<file path="src/rtl/sevseg_pkg.sv">
// Shared constants for the seven-segment scanner: active-low segment patterns,
// scan FSM state encoding and a width helper.
package sevseg_pkg;

    localparam logic [6:0] SEG_0 = 7'h40;
    localparam logic [6:0] SEG_1 = 7'h79;
    localparam logic [6:0] SEG_2 = 7'h24;
    localparam logic [6:0] SEG_3 = 7'h30;
    localparam logic [6:0] SEG_4 = 7'h19;
    localparam logic [6:0] SEG_5 = 7'h12;
    localparam logic [6:0] SEG_6 = 7'h02;
    localparam logic [6:0] SEG_7 = 7'h78;
    localparam logic [6:0] SEG_8 = 7'h00;
    localparam logic [6:0] SEG_9 = 7'h10;
    localparam logic [6:0] SEG_A = 7'h08;
    localparam logic [6:0] SEG_B = 7'h03;
    localparam logic [6:0] SEG_C = 7'h46;
    localparam logic [6:0] SEG_D = 7'h21;
    localparam logic [6:0] SEG_E = 7'h06;
    localparam logic [6:0] SEG_F = 7'h0E;
    localparam logic [7:0] SEG_OFF = 8'hFF;

    typedef enum logic [0:0] {
        ST_BLANK = 1'b0,
        ST_SHOW  = 1'b1
    } scan_state_e;

    // Bits needed to count 0..value-1, never less than one.
    function automatic int clog2(input int value);
        int width;
        width = 1;
        for (int i = 1; i < 31; i++) begin
            if ((32'sd1 <<< i) < value) begin
                width = i + 1;
            end
        end
        return width;
    endfunction

endpackage

</file>
<file path="src/rtl/seg_hex_decoder.sv">
// Combinational hex nibble to active-low seven-segment pattern {g,f,e,d,c,b,a}.
module seg_hex_decoder
    import sevseg_pkg::*;
(
    input  logic [3:0] nibble_i,
    output logic [6:0] pattern_o
);

    // Glyph lookup; lower-case b and d keep them distinct from 8 and 0.
    always_comb begin
        pattern_o = SEG_OFF[6:0];
        case (nibble_i)
            4'h0:    pattern_o = SEG_0;
            4'h1:    pattern_o = SEG_1;
            4'h2:    pattern_o = SEG_2;
            4'h3:    pattern_o = SEG_3;
            4'h4:    pattern_o = SEG_4;
            4'h5:    pattern_o = SEG_5;
            4'h6:    pattern_o = SEG_6;
            4'h7:    pattern_o = SEG_7;
            4'h8:    pattern_o = SEG_8;
            4'h9:    pattern_o = SEG_9;
            4'hA:    pattern_o = SEG_A;
            4'hB:    pattern_o = SEG_B;
            4'hC:    pattern_o = SEG_C;
            4'hD:    pattern_o = SEG_D;
            4'hE:    pattern_o = SEG_E;
            4'hF:    pattern_o = SEG_F;
            default: pattern_o = SEG_OFF[6:0];
        endcase
    end

endmodule

</file>
<file path="src/rtl/seven_segment_scanner.sv">
// Multiplexed N-digit seven-segment scanner with per-frame input snapshot.
// Define SEVSEG_BLINK_EN to add the blinkMask input and frame-based blink phase.
module seven_segment_scanner
    import sevseg_pkg::*;
#(
    parameter int NUM_DIGITS   = 4,
    parameter int SCAN_DIV     = 4,
    parameter int BLANK_CYC    = 1,
    parameter int BLINK_FRAMES = 32
) (
    input  logic                    clk,
    input  logic                    rst,
    input  logic [4*NUM_DIGITS-1:0] digits,
    input  logic [NUM_DIGITS-1:0]   dp,
    input  logic [NUM_DIGITS-1:0]   blank,
    input  logic                    lzs,
`ifdef SEVSEG_BLINK_EN
    input  logic [NUM_DIGITS-1:0]   blinkMask,
`endif
    output logic [7:0]              seg,
    output logic [NUM_DIGITS-1:0]   an,
    output logic                    frameStart
);

    localparam int IDX_W = clog2(NUM_DIGITS);
    localparam int PRE_W = clog2(SCAN_DIV);
    localparam logic [IDX_W-1:0] IDX_LAST = IDX_W'(NUM_DIGITS - 1);
    localparam logic [PRE_W-1:0] PRE_LAST = PRE_W'(SCAN_DIV - 1);

    if (NUM_DIGITS < 1 || NUM_DIGITS > 8 || SCAN_DIV < 2 || BLANK_CYC < 0 ||
        BLANK_CYC >= SCAN_DIV || BLINK_FRAMES < 1) begin : g_param_check
        $error("seven_segment_scanner: illegal parameter combination");
    end

    logic [PRE_W-1:0]        pre_q, pre_d;
    logic [IDX_W-1:0]        idx_q, idx_d;
    scan_state_e             state_q, state_d;
    logic                    first_q;
    logic                    snap_take_s;
    logic [4*NUM_DIGITS-1:0] snap_digits_q, snap_digits_d;
    logic [NUM_DIGITS-1:0]   snap_dp_q, snap_dp_d;
    logic [NUM_DIGITS-1:0]   snap_blank_q, snap_blank_d;
    logic                    snap_lzs_q, snap_lzs_d;
    logic [NUM_DIGITS-1:0]   blink_dark_s;
    logic [NUM_DIGITS-1:0]   dark_s;
    logic [3:0]              nibble_s;
    logic [6:0]              pattern_s;
    logic                    dp_sel_s;
    logic                    dark_sel_s;
    logic [7:0]              seg_q, seg_d;
    logic [NUM_DIGITS-1:0]   an_q, an_d;
    logic                    frame_start_q, frame_start_d;

    // Prescaler/index advance, frame snapshot capture and slot state.
    always_comb begin
        pre_d         = pre_q;
        idx_d         = idx_q;
        snap_digits_d = snap_digits_q;
        snap_dp_d     = snap_dp_q;
        snap_blank_d  = snap_blank_q;
        snap_lzs_d    = snap_lzs_q;
        if (pre_q == PRE_LAST) begin
            pre_d = {PRE_W{1'b0}};
            if (idx_q == IDX_LAST) begin
                idx_d = {IDX_W{1'b0}};
            end else begin
                idx_d = idx_q + 1'b1;
            end
        end else begin
            pre_d = pre_q + 1'b1;
        end
        // The very first edge after reset already sits at (0,0) without entering it.
        snap_take_s = first_q || ((pre_d == {PRE_W{1'b0}}) && (idx_d == {IDX_W{1'b0}}));
        if (snap_take_s) begin
            snap_digits_d = digits;
            snap_dp_d     = dp;
            snap_blank_d  = blank;
            snap_lzs_d    = lzs;
        end else begin
            snap_lzs_d    = snap_lzs_q;
        end
        if (int'(pre_d) < BLANK_CYC) begin
            state_d = ST_BLANK;
        end else begin
            state_d = ST_SHOW;
        end
    end

`ifdef SEVSEG_BLINK_EN
    localparam int FR_W = clog2(BLINK_FRAMES);
    localparam logic [FR_W-1:0] FR_LAST = FR_W'(BLINK_FRAMES - 1);

    logic [FR_W-1:0]       frame_cnt_q, frame_cnt_d;
    logic                  blink_on_q, blink_on_d;
    logic [NUM_DIGITS-1:0] snap_mask_q, snap_mask_d;

    // Blink phase steps once per frame snapshot, not counting the first frame after reset.
    always_comb begin
        frame_cnt_d = frame_cnt_q;
        blink_on_d  = blink_on_q;
        snap_mask_d = snap_mask_q;
        if (snap_take_s) begin
            snap_mask_d = blinkMask;
            if (first_q) begin
                frame_cnt_d = {FR_W{1'b0}};
            end else if (frame_cnt_q == FR_LAST) begin
                frame_cnt_d = {FR_W{1'b0}};
                blink_on_d  = !blink_on_q;
            end else begin
                frame_cnt_d = frame_cnt_q + 1'b1;
            end
        end else begin
            blink_on_d = blink_on_q;
        end
    end

    // Blink state registers.
    always_ff @(posedge clk or posedge rst) begin
        if (rst) begin
            frame_cnt_q <= {FR_W{1'b0}};
            blink_on_q  <= 1'b1;
            snap_mask_q <= {NUM_DIGITS{1'b0}};
        end else begin
            frame_cnt_q <= frame_cnt_d;
            blink_on_q  <= blink_on_d;
            snap_mask_q <= snap_mask_d;
        end
    end

    assign blink_dark_s = blink_on_d ? {NUM_DIGITS{1'b0}} : snap_mask_d;
`else
    assign blink_dark_s = {NUM_DIGITS{1'b0}};
`endif

    // Per-digit darkness, digit selection for the upcoming slot cycle.
    always_comb begin : p_dark
        logic run_zero;
        run_zero   = 1'b1;
        dark_s     = {NUM_DIGITS{1'b0}};
        nibble_s   = 4'h0;
        dp_sel_s   = 1'b0;
        dark_sel_s = 1'b1;
        for (int i = NUM_DIGITS - 1; i >= 0; i--) begin
            run_zero  = run_zero && (snap_digits_d[4*i +: 4] == 4'h0);
            dark_s[i] = snap_blank_d[i] || blink_dark_s[i] ||
                        (snap_lzs_d && (i != 0) && run_zero);
        end
        for (int i = 0; i < NUM_DIGITS; i++) begin
            if (idx_d == IDX_W'(i)) begin
                nibble_s   = snap_digits_d[4*i +: 4];
                dp_sel_s   = snap_dp_d[i];
                dark_sel_s = dark_s[i];
            end else begin
                dp_sel_s   = dp_sel_s;
            end
        end
    end

    seg_hex_decoder u_decoder (
        .nibble_i  (nibble_s),
        .pattern_o (pattern_s)
    );

    // Output drive for the slot cycle being entered.
    always_comb begin
        seg_d         = SEG_OFF;
        an_d          = {NUM_DIGITS{1'b1}};
        frame_start_d = snap_take_s;
        case (state_d)
            ST_SHOW: begin
                for (int i = 0; i < NUM_DIGITS; i++) begin
                    an_d[i] = (idx_d != IDX_W'(i));
                end
                if (dark_sel_s) begin
                    seg_d = SEG_OFF;
                end else begin
                    seg_d = {!dp_sel_s, pattern_s};
                end
            end
            ST_BLANK: begin
                seg_d = SEG_OFF;
                an_d  = {NUM_DIGITS{1'b1}};
            end
            default: begin
                seg_d = SEG_OFF;
                an_d  = {NUM_DIGITS{1'b1}};
            end
        endcase
    end

    // Scan, snapshot and output registers.
    always_ff @(posedge clk or posedge rst) begin
        if (rst) begin
            pre_q         <= {PRE_W{1'b0}};
            idx_q         <= {IDX_W{1'b0}};
            state_q       <= ST_BLANK;
            first_q       <= 1'b1;
            snap_digits_q <= {(4*NUM_DIGITS){1'b0}};
            snap_dp_q     <= {NUM_DIGITS{1'b0}};
            snap_blank_q  <= {NUM_DIGITS{1'b0}};
            snap_lzs_q    <= 1'b0;
            seg_q         <= SEG_OFF;
            an_q          <= {NUM_DIGITS{1'b1}};
            frame_start_q <= 1'b0;
        end else begin
            pre_q         <= pre_d;
            idx_q         <= idx_d;
            state_q       <= state_d;
            first_q       <= 1'b0;
            snap_digits_q <= snap_digits_d;
            snap_dp_q     <= snap_dp_d;
            snap_blank_q  <= snap_blank_d;
            snap_lzs_q    <= snap_lzs_d;
            seg_q         <= seg_d;
            an_q          <= an_d;
            frame_start_q <= frame_start_d;
        end
    end

    assign seg        = seg_q;
    assign an         = an_q;
    assign frameStart = frame_start_q;

endmodule
</file>
<file path="config.mk">
export PLATFORM = sky130hd
export DESIGN_NAME = seven_segment_scanner
export DESIGN_NICKNAME = d
export VERILOG_FILES = /design/src/rtl/sevseg_pkg.sv /design/src/rtl/seg_hex_decoder.sv /design/src/rtl/seven_segment_scanner.sv
export SDC_FILE = /design/constraint.sdc
export NUM_CORES = 1
export LEC_CHECK = 0
export ABC_CLOCK_PERIOD_IN_PS = 4000
export CAP_MARGIN = 10
export CORE_ASPECT_RATIO = 1.4
export CORE_MARGIN = 10
export CORE_UTILIZATION = 52
export CTS_BUF_LIST = sky130_fd_sc_hd__clkbuf_16
export CTS_CLUSTER_SIZE = 40
export DETAILED_ROUTE_END_ITERATION = 6
export PLACE_DENSITY = 0.79
export SETUP_SLACK_MARGIN = 0.5
export SYNTH_ARGS = -nofsm -noshare
export SYNTH_HDL_FRONTEND = slang
export SYNTH_SLANG_ARGS = --single-unit
</file>
<file path="constraint.sdc">
create_clock -name clk -period 4 [get_ports clk]
set_clock_uncertainty 0.15 [all_clocks]
set_input_delay 0.6 -clock clk [delete_from_list [all_inputs] [get_ports clk]]
set_output_delay 0.6 -clock clk [all_outputs]
set_load 0.05 [all_outputs]
</file>
==> results of run 1 <==
## report_power, final
| group | switching [mW] | internal, mW |
|---|---|---|
| registers | 0.0122 | 0.472 |
| logic | 0.112 | 0.0921 |
| clock network | 0.156 | 0.227 |
## logic make-up (layout without fill, tap and decap cells)
kind of cell / after synthesis / after routing / synth area share
AO/OA/AOI/OAI: 37 / 37 / 0.123
adder cells (fa/ha/maj): 8 / 8 / 0.0436
buffers and inverters: 23 / 70 / 0.0457
flip-flops: 43 / 43 / 0.475
multiplexers: 29 / 29 / 0.137
other: 1 / 1 / 0.00163
AND/OR/NAND/NOR: 78 / 78 / 0.174
## synth_stat cells, types with 2 or more instances
cell,number
sky130_fd_sc_hd__dfrtp_1,30
sky130_fd_sc_hd__buf_2,2
sky130_fd_sc_hd__mux2_2,10
sky130_fd_sc_hd__nor3_1,2
sky130_fd_sc_hd__mux2i_1,13
sky130_fd_sc_hd__a311o_1,2
sky130_fd_sc_hd__a21oi_1,11
sky130_fd_sc_hd__ha_1,8
sky130_fd_sc_hd__mux2_1,5
sky130_fd_sc_hd__a21o_1,5
sky130_fd_sc_hd__nor4_1,4
sky130_fd_sc_hd__nand2b_1,6
sky130_fd_sc_hd__nand2_1,40
sky130_fd_sc_hd__and2_1,2
sky130_fd_sc_hd__nand3_1,5
sky130_fd_sc_hd__clkbuf_1,5
sky130_fd_sc_hd__o2111ai_1,3
sky130_fd_sc_hd__or4b_1,3
sky130_fd_sc_hd__or3b_1,2
sky130_fd_sc_hd__or3b_2,2
sky130_fd_sc_hd__o311a_1,2
sky130_fd_sc_hd__inv_1,12
sky130_fd_sc_hd__o21ai_0,2
sky130_fd_sc_hd__dfstp_2,13
sky130_fd_sc_hd__buf_6,2
sky130_fd_sc_hd__o211ai_1,3
sky130_fd_sc_hd__nor2_1,4
## how the worst max path moves through the flow
stage | endpoint | slack, ns | from
after CTS | seg[0] | 0.51 | idx_q[0]
after floorplan | seg[0] | 0.57 | pre_q[0]
final | seg[0] | 0.65 | pre_q[0]
after global routing | seg[0] | 0.52 | pre_q[0]
after global placement | seg[0] | 0.47 | idx_q[0]
after detailed placement | seg[0] | 0.36 | idx_q[0]
## cell type report
type | count | area, sq um
clock buffer | 5 | 125
clock inverter | 3 | 15.0
fill | 311 | 1270
inverter | 14 | 57.6
multi-input combinational | 153 | 1150
sequential | 43 | 1090
tap | 60 | 75.1
timing repair buffer | 48 | 458
## per-layer routing
layer,share of wire,wire [um],vias to the layer above,track usage
li1,-,-,862,-
met5,0,0,-,0
met4,0.019,96,0,0.0545
met1,0.39,2030,849,0.155
met3,0.046,238,11,0.0327
met2,0.54,2810,37,0.253
## metrics by stage
| step | setup WS (ns) | util | hold slack [ns] |
|---|---|---|---|
| 2_1_floorplan | 0.566 | - | 0.280 |
| 3_3_place_gp | 0.469 | 0.656 | 0.292 |
| 3_5_place_dp | 0.356 | 0.656 | 0.306 |
| 4_1_cts | 0.510 | 0.696 | 0.314 |
| 5_1_grt | 0.518 | 0.701 | 0.333 |
| 6_report | 0.646 | 0.701 | 0.314 |
## registers in the layout, indices dropped and copies added (netlist names)
name / flops
pre_q: 2
snap_lzs_q: 1
an: 4
frameStart: 1
snap_blank_q: 4
snap_digits_q: 16
snap_dp_q: 4
first_q: 1
seg: 8
idx_q: 2
## repair_timing
item,in CTS,in global routing
hold buffers,0,0
endpoints found under the setup margin,4,3
hold endpoints to repair,0,0
gates resized for setup,4,6
pin swaps,1,0
buffers inserted,1,0
## layout by cell type (no fill, tap or decap), types with 2 or more instances in the layout
cell type / Yosys / layout
sky130_fd_sc_hd__clkdlybuf4s50_1: 0 / 39
sky130_fd_sc_hd__nor3_1: 2 / 2
sky130_fd_sc_hd__nand2b_1: 6 / 6
sky130_fd_sc_hd__a21o_1: 5 / 5
sky130_fd_sc_hd__dfrtp_1: 30 / 29
sky130_fd_sc_hd__nand2_1: 40 / 40
sky130_fd_sc_hd__clkinv_2: 1 / 3
sky130_fd_sc_hd__mux2_2: 10 / 10
sky130_fd_sc_hd__inv_1: 12 / 11
sky130_fd_sc_hd__nor4_1: 4 / 4
sky130_fd_sc_hd__o211ai_1: 3 / 3
sky130_fd_sc_hd__and2_1: 2 / 2
sky130_fd_sc_hd__a311o_1: 2 / 2
sky130_fd_sc_hd__clkbuf_16: 0 / 5
sky130_fd_sc_hd__nand3_1: 5 / 5
sky130_fd_sc_hd__or3b_2: 2 / 2
sky130_fd_sc_hd__ha_2: 0 / 2
sky130_fd_sc_hd__or4b_1: 3 / 3
sky130_fd_sc_hd__mux2i_1: 13 / 13
sky130_fd_sc_hd__a21oi_1: 11 / 11
sky130_fd_sc_hd__mux2_1: 5 / 5
sky130_fd_sc_hd__or3b_1: 2 / 2
sky130_fd_sc_hd__ha_1: 8 / 5
sky130_fd_sc_hd__buf_4: 0 / 9
sky130_fd_sc_hd__dfstp_2: 13 / 13
sky130_fd_sc_hd__o21ai_0: 2 / 2
sky130_fd_sc_hd__o2111ai_1: 3 / 2
sky130_fd_sc_hd__nor2_1: 4 / 4
==> results.txt, run 1 <==
----------------------------------------------------
[Worst setup path]
  Crit path launch type ... flip-flop
  WP depth ... 12
  Series of cell instances along the critical path ... ha_1 -> or4b_1 -> o311a_4 -> inv_6 -> mux2_1 -> and2_1 -> o31ai_4 -> inv_2 -> ha_2 -> nand2b_1 -> a21oi_1 -> or4b_1
  Kind of capture point of the worst setup path ... flip-flop
  Cell family contributing the most delay on the critical path ... simple AND/OR/NAND/NOR gates
  Reg2Reg Setup Slack ... about 0.65 ns
  Critical Path Max Stage Delay ... approximately 0.53 ns
  Worst Reg2Reg Path Length in Cells ... 12
  RR Startpoint ... pre_q[0]
  CP max stage cell ... sky130_fd_sc_hd__or4b_1
  CP dominant cell by count ... sky130_fd_sc_hd__or4b_1
  Worst Path Max Fanout ... 7
  CP bufs+invs ... 2
  Reg2reg end ... seg[0]
  Classification of the worst setup path ... reg2reg
  Required time of the critical path ... 4.04 ns
  Arrival time at the worst endpoint ... 3.40 ns

[Synthesis]
  Post-synthesis average cell area ... 10.5 sq um
  Total nets after synthesis ... 254
  Most area-consuming cells after synthesis ... sky130_fd_sc_hd__dfrtp_1, sky130_fd_sc_hd__dfstp_2, sky130_fd_sc_hd__nand2_1
  Async set or reset register ratio after synthesis ... 1.00
  Sequential cell area fraction in the yosys report ... 0.475
  Ys Warns ... 0
  Yosys top cell area share ... 0.327
  Seq cells post-synth ... 43
  Yosys top cell by area ... sky130_fd_sc_hd__dfrtp_1
  Primary FF master, synth ... sky130_fd_sc_hd__dfrtp_1
  Syn Std Cell Area ... 0.00230 sq mm
  Distinct cells, synth ... 48
  Count of flip-flops with a built-in enable after synthesis ... 0
  Gate Count Post-Synth ... 219

[STA]
  Actual transition at the worst max-transition pin ... 0.923 ns
  Setup-failing EPs final ... 0
  Fin Setup TNS ... 0 ns
  Highest Clock Rate ... roughly 300 MHz
  Relative slew slack ... 0.384
  Final period utilization ... 0.839
  Time the worst path needs with I/O delays and setup ... 3.35 ns
  Unrepaired setup endpoints after global routing ... no
  Final-report max-slew violation count ... 0
  Hold violation total from the final report ... 0

[Clock network]
  Level count of the clock H-tree ... 2
  CTS tree ... yes
  Number of sinks driven by the clock tree ... 43
  Clk slew on worst S/H paths ... around 0.060 ns
  Number of buffers inserted during clock tree synthesis ... 5
  Maximum root-to-sink buffer count ... 2
  Insertion delay of the later-clocked pin in the worst-skew pair ... 0.28 ns
  Clk Tree Root Cell ... sky130_fd_sc_hd__clkbuf_16

[Power]
  Power density over the cells ... 360 mW/mm^2
  Tot Pwr ... 1.07 mW
  Static Leakage ... 1.30 nW
  Worst IR drop on VDD ... 0.322 mV

[Hold path]
  Worst hold path class ... reg2reg
  Endpoint of the worst hold path ... pre_q[0]
  Startpoint of the most critical hold path ... pre_q[0]
  Worst hold path depth ... 1

[Placed design]
  Count of input and output buffers ... 39
  Estimated wirelength of the detail-placed design ... 4.02 mm
  Routability-driven placement congestion ratio ... 0.869
  Number of instances in the placed design ... around 320
  Post-DP Area ... 0.00278 sq mm

[Die]
  Num ports ... 40
  Die height ... 98.6 um
  Floorplan core area ... 0.00424 sq mm
  Die area ... 0.00751 sq mm
  Initial standard-cell utilization of the core ... 0.542
  Cell row count ... 28
  X dimension of the die ... ~76 um

[Cells and area]
  Nets ... 300
  Area of all placed cells without fillers ... 0.00297 sq mm
  Synthesis-to-layout area growth ... 29.4%
  Fraction of final layout cells sized beyond drive strength 1 ... 0.211
  Final std cells w/o fill ... approximately 330
  Number of antenna cells inserted ... 0

[Detailed routing]
  Count of antenna-violating nets left after detailed routing ... 0
  Initial drt markers ... 128
  Via density per instance ... 5.40
  Total DRC errors in the routed layout ... 0
  DR WL/cell ... 15.9 um
  Pre-antenna DRT Iters ... 4
  Final Routed Wirelength ... 5.18 mm
  Via count ... 1759

[Run status]
  Outcome ... complete, no violations

[Global route]
  Gr ovfl total ... 0
  Via count of the first global-routing pass ... 1817
  Total GRT Usage ... 0.140
  Antenna violations before repair ... 0
  Pin count of the biggest net entering global routing ... 26
  Wire length of the first global-routing pass ... 8.72 mm

[Job]
  # Max-Cap Violations ... 0

----------------------------------------------------
No activity file was read; power rests on OpenSTA's default activity.
==> run 2, diff against run 1 <==
--- a/config.mk
+++ b/config.mk
@@ -5,15 +5,15 @@
 export SDC_FILE = /design/constraint.sdc
 export NUM_CORES = 1
 export LEC_CHECK = 0
-export ABC_CLOCK_PERIOD_IN_PS = 4000
+export ABC_CLOCK_PERIOD_IN_PS = 2700
 export CAP_MARGIN = 10
 export CORE_ASPECT_RATIO = 1.4
 export CORE_MARGIN = 10
-export CORE_UTILIZATION = 52
+export CORE_UTILIZATION = 47
 export CTS_BUF_LIST = sky130_fd_sc_hd__clkbuf_16
 export CTS_CLUSTER_SIZE = 40
 export DETAILED_ROUTE_END_ITERATION = 6
-export PLACE_DENSITY = 0.79
+export PLACE_DENSITY = 0.75
 export SETUP_SLACK_MARGIN = 0.5
 export SYNTH_ARGS = -nofsm -noshare
 export SYNTH_HDL_FRONTEND = slang
==> constraint.sdc (replaced) <==
create_clock -name clk -period 2.7 [get_ports clk]
set_clock_uncertainty 0.15 [all_clocks]
set_input_delay 0.405 -clock clk [delete_from_list [all_inputs] [get_ports clk]]
set_output_delay 0.405 -clock clk [all_outputs]
set_load 0.05 [all_outputs]
==> results.txt, run 2 (synthesis results as in run 1) <==
----------------------------------------------------
[STA]
  Hold violation total from the final report ... 0 (unchanged)
  Setup-failing EPs final ... 8 (was 0)
  Highest Clock Rate ... 316 MHz (was 298 MHz)
  Relative slew slack ... 0.646 (was 0.384)
  Fin Setup TNS ... -3.00 ns (was 0 ns)
  Setup WS post-layout ... -0.462 ns (was 0.646 ns)
  Unrepaired setup endpoints after global routing ... yes (was no)
  Final period utilization ... 1.17 (was 0.839)
  Final-report max-slew violation count ... 0 (unchanged)
  Time the worst path needs with I/O delays and setup ... 3.16 ns (was 3.35 ns)
  Final-layout worst hold slack ... 0.322 ns (was 0.314 ns)
  Actual transition at the worst max-transition pin ... 0.531 ns (was 0.923 ns)

[Detailed routing]
  Via count ... 1998 (was 1759)
  Total DRC errors in the routed layout ... 0 (unchanged)
  DR WL/cell ... 16.7 um (was 15.9 um)
  Final Routed Wirelength ... 6.31 mm (was 5.18 mm)
  Pre-antenna DRT Iters ... 4 (unchanged)
  Via density per instance ... 5.30 (was 5.40)
  Count of antenna-violating nets left after detailed routing ... 0 (unchanged)
  Initial drt markers ... 105 (was 128)

[Worst setup path]
  Required time of the critical path ... 2.75 ns (was 4.04 ns)
  Worst Path Max Fanout ... 5 (was 7)
  Classification of the worst setup path ... reg2reg (unchanged)
  Reg2Reg Setup Slack ... -0.46 ns (was 0.65 ns)
  Reg2reg end ... seg[0] (unchanged)
  Kind of capture point of the worst setup path ... flip-flop (unchanged)
  Worst Reg2Reg Path Length in Cells ... 10 (was 12)
  RR Startpoint ... pre_q[0] (unchanged)
  Arrival time at the worst endpoint ... 3.21 ns (was 3.40 ns)
  Worst setup path startpoint ... pre_q[0] (unchanged)
  Critical Path Sink ... seg[0] (unchanged)
  Crit path launch type ... flip-flop (unchanged)

[Cells and area]
  Number of fill cells ... 354 (was 311)
  Area of all placed cells without fillers ... 0.00350 sq mm (was 0.00297 sq mm)
  Final std cells w/o fill ... 377 (was 326)
  Post-route core utilization ... 0.728 (was 0.701)
  Most common library cell in the layout ignoring fill and taps ... sky130_fd_sc_hd__buf_4 (was sky130_fd_sc_hd__nand2_1)
  Fraction of final layout cells sized beyond drive strength 1 ... 0.390 (was 0.211)
  Nets ... 347 (was 300)
  Synthesis-to-layout area growth ... 52.2% (was 29.4%)
  Commonest non-fill, non-tap cells in the layout ... sky130_fd_sc_hd__buf_4, sky130_fd_sc_hd__nand2_1, sky130_fd_sc_hd__clkdlybuf4s50_1 (was sky130_fd_sc_hd__nand2_1, sky130_fd_sc_hd__clkdlybuf4s50_1, sky130_fd_sc_hd__dfrtp_1)
  Number of antenna cells inserted ... 0 (unchanged)
  Top reg by flops ... snap_digits_q (unchanged)
  Max reg flops ... 16 (unchanged)

[Die]
  Floorplan core area ... 0.00480 sq mm (was 0.00424 sq mm)
  Die height ... 103 um (was 98.6 um)
  Cell row count ... 30 (was 28)
  Num ports ... 40 (unchanged)
  Initial standard-cell utilization of the core ... 0.478 (was 0.542)
  X dimension of the die ... 79.1 um (was 76.2 um)
  Die area ... 0.00812 sq mm (was 0.00751 sq mm)

[Power]
  Clock network fraction of design power ... 0.342 (was 0.358)
  Net switching component of the power ... 0.452 mW (was 0.280 mW)
  Worst IR drop on VDD ... 0.402 mV (was 0.322 mV)
  Tot Pwr ... 1.68 mW (was 1.07 mW)
  Static Leakage ... 1.58 nW (was 1.30 nW)
  Switching Fraction ... 0.269 (was 0.261)
  Sequential group share of total power ... 0.428 (was 0.452)
  Power density over the cells ... 481 mW/mm^2 (was 360 mW/mm^2)
  Pint ... 1.23 mW (was 0.792 mW)
  Combinational share of power ... 0.230 (was 0.190)

[Placed design]
  Count of input and output buffers ... 39 (unchanged)
  Number of instances in the placed design ... 362 (was 317)
  Estimated wirelength of the detail-placed design ... 4.59 mm (was 4.02 mm)
  Routability-driven placement congestion ratio ... 0.830 (was 0.869)
  Worst slack, placed ... -0.528 ns (was 0.356 ns)
  Post-DP Area ... 0.00315 sq mm (was 0.00278 sq mm)

[Clock network]
  Clk slew on worst S/H paths ... 0.06 ns (about the same)
  Clk Tree Root Cell ... sky130_fd_sc_hd__clkbuf_16 (unchanged)
  CTS tree ... yes (unchanged)
  Insertion delay of the later-clocked pin in the worst-skew pair ... 0.28 ns (about the same)
  Level count of the clock H-tree ... 2 (unchanged)
  Maximum root-to-sink buffer count ... 2 (unchanged)
  Number of buffers inserted during clock tree synthesis ... 5 (unchanged)
  Hold buffer count at cts ... 0 (unchanged)
  Number of sinks driven by the clock tree ... 43 (unchanged)

[Global route]
  Via count of the first global-routing pass ... 2189 (was 1817)
  Antenna violations before repair ... 0 (unchanged)
  Wire length of the first global-routing pass ... 10.3 mm (was 8.72 mm)
  Pin count of the biggest net entering global routing ... 44 (was 26)
  Total GRT Usage ... 0.162 (was 0.140)
  Gr ovfl total ... 0 (unchanged)

[Job]
  # Max-Cap Violations ... 0 (unchanged)

[Run status]
  Failing checks ... setup timing
  Outcome ... complete, but fails checks (was complete, no violations)

[Hold path]
  Worst hold path class ... reg2reg (unchanged)

----------------------------------------------------
-- run 2: cell count changes in the layout (fill, tap and decap cells not counted), moves of 3 or more --
cell / before / now
sky130_fd_sc_hd__clkinv_2: 3 / 0
sky130_fd_sc_hd__a21oi_2: 0 / 3
sky130_fd_sc_hd__mux2i_2: 0 / 3
sky130_fd_sc_hd__mux2_1: 5 / 2
sky130_fd_sc_hd__mux2_4: 1 / 5
sky130_fd_sc_hd__buf_6: 0 / 8
sky130_fd_sc_hd__buf_4: 9 / 48
sky130_fd_sc_hd__a21oi_1: 11 / 8
sky130_fd_sc_hd__mux2i_1: 13 / 9
-- run 2: repair_timing --
action / in CTS / in global routing
setup buffers: 5 / 2
setup endpoints to repair: 8 / 9
pin swaps: 6 / 4
gates resized for setup: 20 / 14
hold endpoints to repair: 0 / 0
-- run 2: power groups by stage --
stage / logic (mW) / registers [mW] / clock network [mW]
2_1_floorplan: 0.146 / 0.779 / 0
6_report: 0.386 / 0.719 / 0.575
5_1_grt: 0.417 / 0.724 / 0.605
4_1_cts: 0.370 / 0.719 / 0.584
3_3_place_gp: 0.338 / 0.728 / 0
3_5_place_dp: 0.342 / 0.729 / 0
-- run 2: worst max-delay path, cell delays in order (launching register included) --
cell and delay, ns:
sky130_fd_sc_hd__dfrtp_1 0.40, sky130_fd_sc_hd__ha_2 0.19, sky130_fd_sc_hd__or4b_4 0.48, sky130_fd_sc_hd__o311a_4 0.17, sky130_fd_sc_hd__mux2_4 0.33, sky130_fd_sc_hd__o21a_1 0.20
sky130_fd_sc_hd__o31ai_4 0.26, sky130_fd_sc_hd__inv_2 0.10, sky130_fd_sc_hd__ha_4 0.17, sky130_fd_sc_hd__and3b_1 0.16, sky130_fd_sc_hd__or4b_1 0.46
-- run 2: routing by layer --
| layer | GRT usage | vias to the layer above | wire length [um] |
|---|---|---|---|
| li1 | - | 955 | - |
| met1 | 0.161 | 979 | 2360 |
| met2 | 0.292 | 40 | 3400 |
| met3 | 0.0401 | 24 | 257 |
| met4 | 0.102 | 0 | 295 |
| met5 | 0 | - | 0 |
-- run 2: layout make-up --
class | count | area (sq um) | area share
tap | 64 | 80.1 | 0.0229
sequential | 43 | 1090 | 0.312
clock buffer | 5 | 125 | 0.0358
inverter | 14 | 57.6 | 0.0165
timing repair buffer | 95 | 843 | 0.241
multi-input combinational | 153 | 1290 | 0.368
clock inverter | 3 | 11.3 | 0.00322
-- run 2: worst min path at each step --
stage | cells past startpoint | slack (ns) | from | end
floorplan | 1 | 0.28 | pre_q[0] | pre_q[0]
global placement | 1 | 0.30 | pre_q[0] | pre_q[0]
CTS | 1 | 0.31 | pre_q[0] | pre_q[0]
detailed placement | 1 | 0.30 | pre_q[0] | pre_q[0]
global route | 1 | 0.35 | pre_q[0] | pre_q[0]
finish | 1 | 0.32 | pre_q[0] | pre_q[0]
